$ cat src/rtl/sd_spi_init_controller.sv
// ---------------------------------------------------------------------------
// sd_spi_init_controller
//
// Brings an SD card from power-up into SPI mode and runs the standard
// initialisation handshake: 80 dummy clocks with CS high, then
// CMD0 -> CMD8 -> (CMD55 -> ACMD41)* until the card leaves idle state.
// The result is reported through sticky done/error flags, a 3-bit error
// code and a flag telling whether the card answered CMD8 as an SDv2 card.
//
// The SPI link runs in mode 0 (SCLK idle low, MOSI changes on the falling
// edge, MISO sampled on the rising edge). Every byte takes exactly
// 16*HALF_PERIOD system clocks and bytes follow each other with no gap.
//
// Parameters
//   HALF_PERIOD     system clocks per SCLK half period
//   ACMD41_RETRIES  CMD55/ACMD41 pairs allowed before giving up
//
// Ports
//   current_clock_signal  system clock, rising edge
//   reset_n               asynchronous active-low reset
//   start                 one-cycle request to run the sequence (ignored while busy)
//   miso                  card data out
//   sclk                  SPI clock to the card
//   mosi                  card data in, MSB first
//   cs_n                  card chip select, active low
//   busy                  sequence in progress
//   init_done             sticky success flag
//   init_error            sticky failure flag
//   error_code            0 none, 1 CMD0 bad R1, 2 CMD8 fault,
//                         3 ACMD41 retries exhausted, 4 R1 timeout / bad R1
//   card_v2               card answered CMD8 with R1=0x01 and echo 0x1AA
// ---------------------------------------------------------------------------
module sd_spi_init_controller #(
    parameter int HALF_PERIOD    = 15,
    parameter int ACMD41_RETRIES = 255
) (
    input  logic       current_clock_signal,
    input  logic       reset_n,
    input  logic       start,
    input  logic       miso,
    output logic       sclk,
    output logic       mosi,
    output logic       cs_n,
    output logic       busy,
    output logic       init_done,
    output logic       init_error,
    output logic [2:0] error_code,
    output logic       card_v2
);

    localparam logic [2:0] IDLE      = 3'd0;
    localparam logic [2:0] DUMMY     = 3'd1;
    localparam logic [2:0] SEND_CMD  = 3'd2;
    localparam logic [2:0] WAIT_R1   = 3'd3;
    localparam logic [2:0] READ_TAIL = 3'd4;
    localparam logic [2:0] GAP       = 3'd5;
    localparam logic [2:0] DONE      = 3'd6;
    localparam logic [2:0] ERROR     = 3'd7;

    localparam logic [1:0] CMD0   = 2'd0;
    localparam logic [1:0] CMD8   = 2'd1;
    localparam logic [1:0] CMD55  = 2'd2;
    localparam logic [1:0] ACMD41 = 2'd3;

    localparam int              HW          = (HALF_PERIOD > 1) ? $clog2(HALF_PERIOD) : 1;
    localparam logic [HW-1:0]   HALF_LAST   = HW'(HALF_PERIOD - 1);
    localparam logic [7:0]      RETRY_LIMIT = 8'(ACMD41_RETRIES);

    logic [2:0]    state;
    logic [1:0]    cmd;
    logic [HW-1:0] half_cnt;
    logic [2:0]    bit_cnt;
    logic [3:0]    byte_cnt;
    logic [7:0]    tx_sr;
    logic [7:0]    rx_sr;
    logic [7:0]    retry_cnt;
    logic          tail_ok;

    logic shifting;
    logic half_tick;

    // Six-byte command frames (command, 32-bit argument, CRC+stop bit).
    // The CRC bytes are the real ones so a card that checks CRC in SPI mode
    // still accepts CMD0 and CMD8.
    function automatic logic [7:0] cmd_byte(input logic [1:0] c, input logic [2:0] idx);
        logic [47:0] frame;
        case (c)
            CMD0:    frame = 48'h40_00_00_00_00_95;
            CMD8:    frame = 48'h48_00_00_01_AA_87;
            CMD55:   frame = 48'h77_00_00_00_00_65;
            default: frame = 48'h69_40_00_00_00_77;
        endcase
        case (idx)
            3'd0:    cmd_byte = frame[47:40];
            3'd1:    cmd_byte = frame[39:32];
            3'd2:    cmd_byte = frame[31:24];
            3'd3:    cmd_byte = frame[23:16];
            3'd4:    cmd_byte = frame[15:8];
            default: cmd_byte = frame[7:0];
        endcase
    endfunction

    // The byte engine runs in every state that talks to the card; the
    // remaining states (IDLE, DONE, ERROR) are the "not busy" states.
    assign shifting  = (state == DUMMY) || (state == SEND_CMD) || (state == WAIT_R1) ||
                       (state == READ_TAIL) || (state == GAP);
    assign half_tick = (half_cnt == HALF_LAST);

    // Chip select is low only while a command or its response is on the
    // wire; the dummy clocks and the inter-command gap byte run with CS high.
    // MOSI idles high, and during shifting it is the MSB of the transmit
    // register, which is reloaded on the last falling edge of each byte so
    // the next byte's first bit is present before its first rising edge.
    assign busy = shifting;
    assign cs_n = !((state == SEND_CMD) || (state == WAIT_R1) || (state == READ_TAIL));
    assign mosi = shifting ? tx_sr[7] : 1'b1;

    // Byte engine and command sequencer. SCLK toggles every HALF_PERIOD
    // clocks; the rising edge samples MISO, the falling edge shifts MOSI.
    // The falling edge of bit 7 is the byte boundary: at that point rx_sr
    // holds the complete received byte and the FSM decides what goes next,
    // so consecutive bytes are back-to-back. Leaving to DONE or ERROR also
    // happens on a falling edge, which parks SCLK low.
    always_ff @(posedge current_clock_signal or negedge reset_n) begin
        if (!reset_n) begin
            state      <= IDLE;
            cmd        <= CMD0;
            half_cnt   <= '0;
            bit_cnt    <= '0;
            byte_cnt   <= '0;
            tx_sr      <= 8'hFF;
            rx_sr      <= 8'hFF;
            retry_cnt  <= '0;
            tail_ok    <= 1'b0;
            sclk       <= 1'b0;
            init_done  <= 1'b0;
            init_error <= 1'b0;
            error_code <= 3'd0;
            card_v2    <= 1'b0;
        end else if (!shifting) begin
            sclk     <= 1'b0;
            half_cnt <= '0;
            bit_cnt  <= '0;
            tx_sr    <= 8'hFF;
            if (start) begin
                state      <= DUMMY;
                cmd        <= CMD0;
                byte_cnt   <= '0;
                retry_cnt  <= '0;
                init_done  <= 1'b0;
                init_error <= 1'b0;
                error_code <= 3'd0;
                card_v2    <= 1'b0;
            end
        end else if (!half_tick) begin
            half_cnt <= half_cnt + 1'b1;
        end else begin
            half_cnt <= '0;
            sclk     <= ~sclk;
            if (!sclk) begin
                rx_sr <= {rx_sr[6:0], miso};
            end else if (bit_cnt != 3'd7) begin
                bit_cnt <= bit_cnt + 3'd1;
                tx_sr   <= {tx_sr[6:0], 1'b1};
            end else begin
                bit_cnt <= 3'd0;
                tx_sr   <= 8'hFF;
                case (state)
                    DUMMY: begin
                        if (byte_cnt == 4'd9) begin
                            state    <= SEND_CMD;
                            byte_cnt <= '0;
                            tx_sr    <= cmd_byte(cmd, 3'd0);
                        end else begin
                            byte_cnt <= byte_cnt + 4'd1;
                        end
                    end
                    SEND_CMD: begin
                        if (byte_cnt == 4'd5) begin
                            state    <= WAIT_R1;
                            byte_cnt <= '0;
                        end else begin
                            byte_cnt <= byte_cnt + 4'd1;
                            tx_sr    <= cmd_byte(cmd, byte_cnt[2:0] + 3'd1);
                        end
                    end
                    WAIT_R1: begin
                        if (!rx_sr[7]) begin
                            byte_cnt <= '0;
                            case (cmd)
                                CMD0: begin
                                    if (rx_sr == 8'h01) begin
                                        state <= GAP;
                                        cmd   <= CMD8;
                                    end else begin
                                        state      <= ERROR;
                                        init_error <= 1'b1;
                                        error_code <= 3'd1;
                                    end
                                end
                                CMD8: begin
                                    if (rx_sr == 8'h01) begin
                                        state   <= READ_TAIL;
                                        tail_ok <= 1'b1;
                                    end else if (rx_sr == 8'h05) begin
                                        state <= GAP;
                                        cmd   <= CMD55;
                                    end else begin
                                        state      <= ERROR;
                                        init_error <= 1'b1;
                                        error_code <= 3'd2;
                                    end
                                end
                                CMD55: begin
                                    if ((rx_sr == 8'h00) || (rx_sr == 8'h01)) begin
                                        state <= GAP;
                                        cmd   <= ACMD41;
                                    end else begin
                                        state      <= ERROR;
                                        init_error <= 1'b1;
                                        error_code <= 3'd4;
                                    end
                                end
                                default: begin
                                    if (rx_sr == 8'h00) begin
                                        state     <= DONE;
                                        init_done <= 1'b1;
                                    end else if (rx_sr == 8'h01) begin
                                        if ((retry_cnt + 8'd1) == RETRY_LIMIT) begin
                                            state      <= ERROR;
                                            init_error <= 1'b1;
                                            error_code <= 3'd3;
                                        end else begin
                                            state <= GAP;
                                            cmd   <= CMD55;
                                        end
                                        retry_cnt <= retry_cnt + 8'd1;
                                    end else begin
                                        state      <= ERROR;
                                        init_error <= 1'b1;
                                        error_code <= 3'd4;
                                    end
                                end
                            endcase
                        end else if (byte_cnt == 4'd7) begin
                            state      <= ERROR;
                            init_error <= 1'b1;
                            error_code <= 3'd4;
                        end else begin
                            byte_cnt <= byte_cnt + 4'd1;
                        end
                    end
                    READ_TAIL: begin
                        // The R7 tail is 4 bytes; only the voltage-accepted
                        // byte (index 2) and the check pattern (index 3)
                        // are checked.
                        if ((byte_cnt == 4'd2) && (rx_sr != 8'h01)) begin
                            tail_ok <= 1'b0;
                        end
                        if (byte_cnt == 4'd3) begin
                            byte_cnt <= '0;
                            if (tail_ok && (rx_sr == 8'hAA)) begin
                                state   <= GAP;
                                cmd     <= CMD55;
                                card_v2 <= 1'b1;
                            end else begin
                                state      <= ERROR;
                                init_error <= 1'b1;
                                error_code <= 3'd2;
                            end
                        end else begin
                            byte_cnt <= byte_cnt + 4'd1;
                        end
                    end
                    GAP: begin
                        state    <= SEND_CMD;
                        byte_cnt <= '0;
                        tx_sr    <= cmd_byte(cmd, 3'd0);
                    end
                    default: begin
                        state <= IDLE;
                    end
                endcase
            end
        end
    end

endmodule
$ cat config.mk
export PLATFORM = sky130hd
export DESIGN_NAME = sd_spi_init_controller
export DESIGN_NICKNAME = d
export VERILOG_FILES = /design/src/rtl/sd_spi_init_controller.sv
export SDC_FILE = /design/constraint.sdc
export NUM_CORES = 1
export LEC_CHECK = 0
export ABC_AREA = 1
export CORE_MARGIN = 2
export CORE_UTILIZATION = 45
export DETAILED_ROUTE_END_ITERATION = 8
export PLACE_DENSITY_LB_ADDON = 0.15
export SYNTH_ARGS = -nofsm -noshare
export SYNTH_HDL_FRONTEND = slang
export SYNTH_SLANG_ARGS = --single-unit
$ cat constraint.sdc
create_clock -name current_clock_signal -period 2.6 [get_ports current_clock_signal]
set_input_delay 0.52 -clock current_clock_signal [delete_from_list [all_inputs] [get_ports current_clock_signal]]
set_output_delay 0.52 -clock current_clock_signal [all_outputs]
set_load 0.01 [all_outputs]
-- Word-level counts from Yosys, hierarchy flattened
Cells that the tools add are included.
- bits in registers: 48
- output and inout port bits: 10
- word-level logic and storage cells: 241
- reduce and logical (&&, ||, !) cells: 26
- add/subtract/negate cells: 5
- bitwise gates (word level): 2
- muxes and demuxes: 132
- eq/ne operators: 62
- operators by type and width (cell ; count):
    46-bit one-hot mux with 3 select lines ; 1
    8-bit 2-to-1 mux ; 16
    3-bit 2-to-1 mux ; 32
    4-bit 2-to-1 mux ; 12
    2-bit 2-to-1 mux ; 21
    8-bit one-hot mux with 5 select lines ; 1
    1-bit 2-to-1 mux ; 38
    8-bit one-hot mux with 3 select lines ; 1
    2-bit by 1-bit inequality test with 1-bit output (second input constant) ; 10
    4-bit inequality test (second input constant) ; 5
    5-bit inequality test (second input constant) ; 4
    4-bit one-hot mux with 5 select lines ; 1
    3-bit one-hot mux with 3 select lines ; 2
    9-bit AND reduction ; 2
    8-bit == test (second input constant) ; 2
    8-bit AND reduction ; 2
    3-bit one-hot mux with 5 select lines ; 1
    15-bit AND reduction ; 1
    7-bit by 4-bit inequality test with 1-bit output (second input constant) ; 2
    14-bit AND reduction ; 1
    3-bit by 2-bit == test with 1-bit output (second input constant) ; 4
    2-bit inequality test (second input constant) ; 6
    3-bit by 2-bit inequality test with 1-bit output (second input constant) ; 4
    6-bit by 3-bit inequality test with 1-bit output (second input constant) ; 2
    other kinds (36) ; 56

-- Depth between registers and ports, before layout
- depth after elaboration: 12
- mapped depth: 15
- depth with buffers taken out: 15

-- Worst setup path after synthesis
No wires, ideal clock.
- kind: reg-to-reg
- start point: register bit_cnt[0]
- end point: register error_code[0]
- arrival time: 1.720 ns
- path slack: 0.764 ns
- buffers on the path: 0
- clock period less this slack: 1.836 ns
- required time: 2.483 ns
- stages on the path, launching flop included: 12
- setup time: 0.117 ns
- path through: dfrtp_1 -> ha_1 -> ha_1 -> inv_1 -> nor3_1 -> o21ai_2 -> nor2_2 -> nand2_1 -> a21oi_2 -> nand2_2 -> nand2_1 -> nand2_1
- word-level cells in the longest chain between the ends: 3
- ends and longest elaborated chain (what ; RTL line ; source):
    from (decl) ; 72 ; logic [2:0] bit_cnt;
    from (signal assigned) ; 163 ; bit_cnt <= bit_cnt + 3'd1;
    3-bit inequality test ; 162 ; end else if (bit_cnt != 3'd7) begin
    2-bit inequality test (no source line) ; -- ;
    14-bit AND reduction (no source line) ; -- ;
    to (signal assigned) ; 152 ; error_code <= 3'd0;
    to (signal assigned) ; 198 ; error_code <= 3'd1;
    to (signal assigned) ; 211 ; error_code <= 3'd2;
    to (decl) ; 47 ; output logic [2:0] error_code,
No other way between the ends.
A chain may end at the register's enable or synchronous reset.

-- Worst setup path in the final report
- start point: register state[2]
- end point: output busy
- word-level cells in the longest chain between the ends: 5
- ends and longest elaborated chain (what ; RTL line ; source):
    from (decl) ; 69 ; logic [2:0] state;
    from (signal assigned) ; 126 ; state <= IDLE;
    from (signal assigned) ; 146 ; state <= DUMMY;
    from (signal assigned) ; 171 ; state <= SEND_CMD;
    3-bit by 1-bit == test with 1-bit output / 3-bit by 2-bit == test with 1-bit output (equally long branches) ; 105 ; assign shifting = (state == DUMMY) || (state == SEND_CMD) || (state == WAIT_R1) ||
    1-bit logical OR (3 in a row) ; 105 ;
    1-bit logical OR * ; 106 ; (state == READ_TAIL) || (state == GAP);
    to (decl) ; 44 ; output logic busy,
Mark *: on every way between the ends. The rest lies on a longest branch, timed or not.

==> results.md <==
- F_max: 403 MHz
- Worst EP arrival: 1960 ps
- Core Box Area: 6830 sq um
- H-Tree Depth: 2
- Placed cell area: 3440 sq um
- TritonCTS sink count: 48
- Die ar.: 7790 sq um
- Routed wire per std cell: 13.6 microns
- Tot Pwr: 1.36 mW
- Die Height: 88.2 microns
- CTS buffer count: 5
- N_diodes: 0
- Number of nets still failing antenna checks after routing: 0
- Final period util: 95.4%
- Final worst setup slack: 119 ps
- Final setup fails: 0
- Slowest-stage cell, CP: clkdlybuf4s50_1
- CP Cell Sequence: inv_1, nand2_2, nand2_4, nor2_8, inv_2, clkdlybuf4s50_1
- Total congestion overflow: 0
- IO Pins: 14
- Routed vias/inst: 5.22
- YS warnings: 0
- Synth cell types: 37
- Max transition margin: 65.0%
- Number of gates resized after CTS: 0
- Leakage Power: 1.68 nW
- # fillers: 693
- Iteration-0 DRC Markers: 215
- DR vias: 2893
- First-pass GRT wire length: 13100 microns
- WS Path Type: flip-flop to output port
- Synthesized instance count: 440
- Register area: 1220 sq um
- Initial antenna violation count: 0
- Fin area: 3550 sq um
- Dpl hpwl: 5880 microns
- Largest net degree at the start of global routing: 27
- Critical Path Max Stage Delay: 590 ps
- CTS tree: built
- Footprint of the multi-input gates: 1700 sq um
- Layout Skew: 8.36 ps
- Netlist Area Pre-Place: 3190 sq um
- Slew of the pin with the lowest slew margin: 524 ps
- Slew Limit Fails: 0
- Clock latency on the worst-skew pair: 300 ps
- VDD IR max: 0.000228 V
- Req. time, crit path: 2080 ps
- Critical Path Fanout Max: 12
- I/O Buffers: 13
- Fin Setup TNS: 0 ps
- Register area share after synthesis: 38.2%
- DRC violations left: 0
- Row count: 30
- RSZ-0062 raised after global routing: false
- CTS Root Cell: clkbuf_8
- Min cycle time layout: 2480 ps
- Nets: 478
- Setup slack after placement: 361 ps
- Final core utilization: 51.9%
- DR pass1 iterations: 5
- Area delta synth->final: 11.1%
- Clock Pin Slew Worst Setup and Hold Paths: 90 ps
- MaxCap Viol Count: 0
- Status: completed
- Number of buffers added for setup after CTS: 0
- GR Util All Layers: 21.4%
- Layout cells sized above 1: 12.0%
- Placer Congestion: 0.973
- Final hold violations: 0
- Vias in the first global route: 2755
- Hold-fix buffers at CTS: 0
- P per Cell Area: 382 nW/um^2
- #FFs+latches synth: 48
- Hold Crit Class: primary input to asynchronous set/reset pin
- Largest buffer count on any clock path: 2
- Mean post-synth cell area: 7.26 sq um
- Chip Width: 88.2 microns
- CP Launch Type: flip-flop
- Worst setup EP type: output port
- Initial core utilization: 46.7%
- Final WL: 7510 microns
- Net Count, Synth: 461
==> synth_stat cells (all sizes together) <==
library cell / n / area (sq um)
a21oi: 14 / 77.6
a31oi: 2 / 18.8
mux2i: 1 / 10.0
nor4: 1 / 12.5
o2111ai: 1 / 8.76
o22ai: 8 / 50.1
nor3b: 1 / 7.51
dfstp: 16 / 420
o31ai: 1 / 7.51
dfrtp: 32 / 801
xnor2: 1 / 8.76
xor2: 3 / 26.3
o211ai: 2 / 15.0
a211oi: 2 / 15.0
nand4: 8 / 50.1
buf: 5 / 30.0
clkbuf: 1 / 3.75
nor3: 12 / 65.1
nand3: 40 / 210
nand2: 112 / 448
nor2: 62 / 277
inv: 64 / 240
o21ai: 34 / 178
ha: 17 / 213
==> logic make-up after synthesis <==
logic type	Yosys count	synth area share, %
buffers and inverters	70	8.58
multiplexers	1	0.313
adder cells (fa/ha/maj)	17	6.66
AO/OA/AOI/OAI	64	11.6
flip-flops	48	38.2
AND/OR/NAND/NOR	236	33.5
XOR/XNOR	4	1.10
==> power by group <==
group          switching (mW)  internal, mW  total [mW]
combinational          0.0341        0.0185      0.0526
sequential            0.00750         0.757       0.765
clock                   0.254         0.286       0.540
==> worst max-delay path, delay by kind of cell, from the launching register on <==
family | cells | cell delay, ps
AND/OR/NAND/NOR | 3 | 310
buffers and inverters | 3 | 970
flip-flops | 1 | 390
==> cell usage in the layout (no fill, tap or decap), drive strengths merged <==
cell and instances:
o2111ai 1, nor3b 1, a31oi 2, a211oi 2, clkinv 1, nand2 112, mux2i 1, xnor2 1
dfrtp 32, dfstp 16, o22ai 8, nand4 8, ha 17, buf 4, o31ai 1, o21ai 34
clkbuf 6, bufinv 1, nor4 1, nor3 12, clkdlybuf4s50 12, o211ai 2, nor2 62, nand3 40
inv 64, a21oi 14, xor2 3
==> through the flow <==
step,instances,hold slack (ps)
global route,554,215
finish,554,178
CTS,554,199
detailed placement,546,459
floorplan,440,224
global placement,546,456
==> worst paths after layout <==
| check | start | end | slack [ps] | cells past startpoint |
|---|---|---|---|---|
| worst min register to register | tx_sr[5] | tx_sr[5] | 470 | 2 |
| min in group current_clock_signal | tx_sr[5] | tx_sr[5] | 470 | 2 |
| max in group asynchronous | reset_n | rx_sr[7] | 1820 | 2 |
| worst max register to register | bit_cnt[0] | error_code[0] | 340 | 11 |
| worst max-delay path | state[2] | busy | 120 | 6 |
| worst min-delay path | reset_n | retry_cnt[4] | 180 | 1 |
==> final cells by class <==
| type | count | share of cell area (%) |
|---|---|---|
| Multi-Input combinational cell | 322 | 47.8 |
| Sequential cell | 48 | 34.4 |
| Inverter | 64 | 6.77 |
| Timing Repair Buffer | 16 | 4.51 |
| Tap cell | 96 | 3.39 |
| Clock buffer | 6 | 2.05 |
| Clock inverter | 2 | 0.987 |
==> metal layers <==
metal | part of all wire [%] | up-vias | track usage [%]
met5 | 0 | - | 0
met4 | 2.0 | 0 | 6.61
met3 | 4.2 | 11 | 2.24
met2 | 46 | 75 | 33.9
met1 | 48 | 1347 | 30.9
li1 | - | 1460 | -
==> state kept, by name (all words and copies together), names as in the netlist, 2 cells and up <==
register / flops
tx_sr: 8
cmd: 2
retry_cnt: 8
state: 3
rx_sr: 8
byte_cnt: 4
bit_cnt: 3
error_code: 3
half_cnt: 4
No activity file was read; power rests on OpenSTA's default activity.
==> patch 1 (config.mk and constraints unchanged) <==
Set the parameter `HALF_PERIOD` to 17 (it was 15).
--- a/src/rtl/sd_spi_init_controller.sv
+++ b/src/rtl/sd_spi_init_controller.sv
@@ -31,7 +31,7 @@
 //   card_v2               card answered CMD8 with R1=0x01 and echo 0x1AA
 // ---------------------------------------------------------------------------
 module sd_spi_init_controller #(
-    parameter int HALF_PERIOD    = 15,
+    parameter int HALF_PERIOD    = 17,
     parameter int ACMD41_RETRIES = 255
 ) (
     input  logic       current_clock_signal,
Function: no difference found for any inputs over 4 cycles, from zero or initial values and one cycle with reset_n low; that may be too few to reach the edited logic, so the function may still have changed.
==> patch 1 against the unedited design <==
Via count is 1.2% lower; total power is 4.4% lower; clock skew is 4.3 ps higher; final area is 0.63% higher; synthesized cell count is 0.23% higher; worst setup slack better by 38 ps; wire length is 1.7% lower; sequential cell count is 1 higher; area after synthesis is 0.94% higher; register-to-register slack better by 140 ps; largest power group unchanged.
==> patch 1: results (changes against the unedited design) <==
GP Congestion=0.926 (was 0.973); clk buf depth=2 (unchanged); largest net degree at the start of global routing=28 (was 27); root buffer cell=clkbuf_8 (unchanged); dpl ws=352 ps (was 361 ps); clock skew=12.7 ps (was 8.36 ps); initial antenna violation count=0 (unchanged); max incr delay on CP=550 ps (was 590 ps); Hold Path Class=input pin to async pin (unchanged); top-count cell post-synth=nand2_1 (unchanged); P_comb=62.4 uW (was 52.6 uW); final net count=480 (was 478); Syn Area/Cell=7.31 um^2 (was 7.26 um^2); number of port buffers=13 (unchanged); WP data arrival=1920 ps (was 1960 ps); layout cell share with drive strength beyond 1=12.0% (about the same); iteration count of the initial detailed-routing pass=5 (unchanged); worst vdd rail ir drop=196 uV (was 228 uV); overall global routing resource usage=20.4% (was 21.4%); Pleak=0.00177 uW (was 0.00168 uW); r2r startpoint=state[0] (was bit_cnt[0]); post-DP HPWL=5660 um (was 5880 um); CP max FO=9 (was 12); top cells by count, synth=105 x nand2_1, 58 x inv_1, 52 x nor2_1, 35 x nand3_1 (was 105 x nand2_1, 59 x inv_1, 56 x nor2_1, 38 x nand3_1, 32 x dfrtp_1); CP startpoint=state[1] (was state[2]); PD cells=363 nW/um^2 (was 382 nW/um^2); post-synthesis sequential area ratio=38.7% (was 38.2%); Placed Cells=547 (was 546); synth top area cells=dfrtp_1 26%, dfstp_2 13%, nand2_1 12% (was dfrtp_1 25%, dfstp_2 13%, nand2_1 12%); biggest regs=retry_cnt (8), rx_sr (8), tx_sr (8) (unchanged); Ant. Diodes=0 (unchanged); drt initial violations=244 (was 215); via count=2859 (was 2893); total power draw=1300 uW (was 1360 uW); Post-DP Area=3470 um^2 (was 3440 um^2); count of different cell masters after synthesis=39 (was 37); number of global-route vias before repair=2619 (was 2755); max-cap violations=0 (unchanged); global-route wire length before repair=12500 um (was 13100 um); outcome=finished, final reports clean (unchanged); fill count=689 (was 693); Slew @ Worst Pin=642 ps (was 524 ps); Async S/R FF share, synth=100% (unchanged); Mapped Nets=463 (was 461); Non-Filler Instances=555 (was 554); Flop pwr share=60.2% (was 56.3%); Switching Fraction=24.1% (was 21.8%); drt total wl=7380 um (was 7510 um)
patch 1: cell types whose count changed after synthesis, moves of 2 or more:
cell,delta
a21oi_1,+4
a21oi_2,-2
buf_4,-2
inv_2,-2
nand3_1,-3
nand4_1,-4
nor2_1,-4
nor4_1,+2
o21ai_0,+11
o21ai_1,-10
o22ai_1,+2
or2_2,+2
patch 1: timing repair:
item	in CTS	in global routing
resized for setup	0	4
buffers inserted	0	0
endpoints found under the setup margin	0	2
patch 1: cell families (layout without fill, tap and decap cells):
group / count (synthesis) / in the layout / synth area share [%]
AND/OR/NAND/NOR: 232 / 232 / 32.4
XOR/XNOR: 4 / 4 / 1.09
adder cells (fa/ha/maj): 18 / 18 / 6.99
AO/OA/AOI/OAI: 70 / 70 / 12.5
flip-flops: 49 / 49 / 38.7
buffers and inverters: 68 / 86 / 8.31
patch 1: layout make-up:
type	instances	share of cell area, %
Clock buffer	6	2.03
Inverter	62	6.59
Tap cell	96	3.36
Timing Repair Buffer	16	4.56
Multi-Input combinational cell	324	48.1
Clock inverter	2	0.420
Sequential cell	49	34.9
patch 1: metal layers:
layer | up-vias | GRT usage, % | wire length, um
met5 | - | 0 | 0
met4 | 0 | 5.79 | 117
met3 | 10 | 3.54 | 402
met2 | 85 | 30.5 | 3220
met1 | 1295 | 30.4 | 3650
li1 | 1469 | - | -
patch 1: critical path, delay by kind of cell, from the launching register on:
kind	cells	cell delay, ps
DFF	1	450
and+or+nand+nor	3	290
buffers and inverters	4	880
patch 1: final timing paths:
kind                                        end  slack [ps]  cells after the start
hold reg to reg                        tx_sr[3]         480                      2
hold / removal                     retry_cnt[4]         220                      1
setup / recovery                           busy         160                      7
min in group current_clock_signal      tx_sr[3]         480                      2
max in group asynchronous              rx_sr[0]        1740                      2
setup reg to reg                       tx_sr[2]         480                     10
==> patch 2 (config.mk and constraints unchanged) <==
Without the edit above. One comparison of `byte_cnt` changes from == to >=.
--- a/src/rtl/sd_spi_init_controller.sv
+++ b/src/rtl/sd_spi_init_controller.sv
@@ -242,7 +242,7 @@
                                     end
                                 end
                             endcase
-                        end else if (byte_cnt == 4'd7) begin
+                        end else if (byte_cnt >= 4'd7) begin
                             state      <= ERROR;
                             init_error <= 1'b1;
                             error_code <= 3'd4;
Function: same outputs for any inputs over 4 cycles, from zero or initial values and one cycle with reset_n low; that may be too few to reach the edited logic, so the function may still have changed.
==> patch 2 against the unedited design <==
Sequential cell count unchanged; wire length up 0.19%; final area rose by 1.7%; area after synthesis is 1.2% higher; utilization is 0.57 points higher; die area up 1.1%; hold slack got worse by 84 ps; worst setup slack got worse by 1.9 ps.
Power is left out: it rests on default switching activity, and per cell area and clock period it moved more than threefold.
==> patch 2: results (changes against the unedited design) <==
max incr delay on CP=480 ps (was 590 ps); largest net degree at the start of global routing=20 (was 27); fill count=652 (was 693); Buffers excl. clock=17 (was 16); via count=2891 (was 2893); Mapped Nets=472 (was 461); Post-DP Area=3480 um^2 (was 3440 um^2); clkbuf count=7 (was 6); Layout clock area frac=3.50% (was 3.03%); drt initial violations=139 (was 215); WL per Instance=13.3 um (was 13.6 um); outcome=finished, final reports clean (unchanged); Placed Cells=559 (was 546); final net count=491 (was 478); post-synthesis sequential area ratio=37.8% (was 38.2%); overall global routing resource usage=21.1% (was 21.4%); Non-Filler Instances=567 (was 554); multi-input logic cell count=334 (was 322); R2R setup slack=500 ps (was 340 ps); Non-clock buffer share=4.30% (was 4.51%); Slew @ Worst Pin=511 ps (was 524 ps); Layout area overhead=11.7% (was 11.1%); number of global-route vias before repair=2754 (was 2755); layout cell share with drive strength beyond 1=11.9% (was 12.0%); top cells by count, synth=121 x nand2_1, 59 x inv_1, 47 x nor2_1, 42 x nand3_1, 36 x o21ai_0 (was 105 x nand2_1, 59 x inv_1, 56 x nor2_1, 38 x nand3_1, 32 x dfrtp_1); Synth Area in Compound Gates=12.8% (was 11.6%); r2r startpoint=half_cnt[0] (was bit_cnt[0]); Adder-Cell Fraction of Synth Area=6.58% (was 6.66%); CP startpoint=state[1] (was state[2]); RR Endpoint=cmd[0] (was error_code[0]); xor-xnor portion of the synthesized cell area=0.813% (was 1.10%); Syn Area/Cell=7.16 um^2 (was 7.26 um^2); post-DP HPWL=5860 um (was 5880 um); CP max FO=5 (was 12)
-- patch 2: cell types whose count changed in the layout (fill, tap and decap cells not counted), sizes merged, moves of 2 or more --
cell    before  now
a21oi       14   12
nor2        62   51
o22ai        8    5
o21bai       0    2
or2          0    3
nand2      112  129
xor2         3    1
o21ai       34   41
nand4        8    6
nand3       40   43
-- patch 2: through the flow --
step / util (%) / setup slack [ps]
after floorplan: - / 751
after global placement: 50.7 / 470
after detailed placement: 50.7 / 448
after CTS: 52.5 / 109
after global routing: 52.5 / 0.640
final: 52.5 / 117
-- patch 2: metal layers --
layer | routed length (um) | part of all wire [%] | GRT usage (%)
met2 | 3540 | 47 | 34.5
met3 | 372 | 4.9 | 3.45
met1 | 3500 | 47 | 29.0
met5 | 0 | 0 | 0
met4 | 110 | 1.5 | 5.37
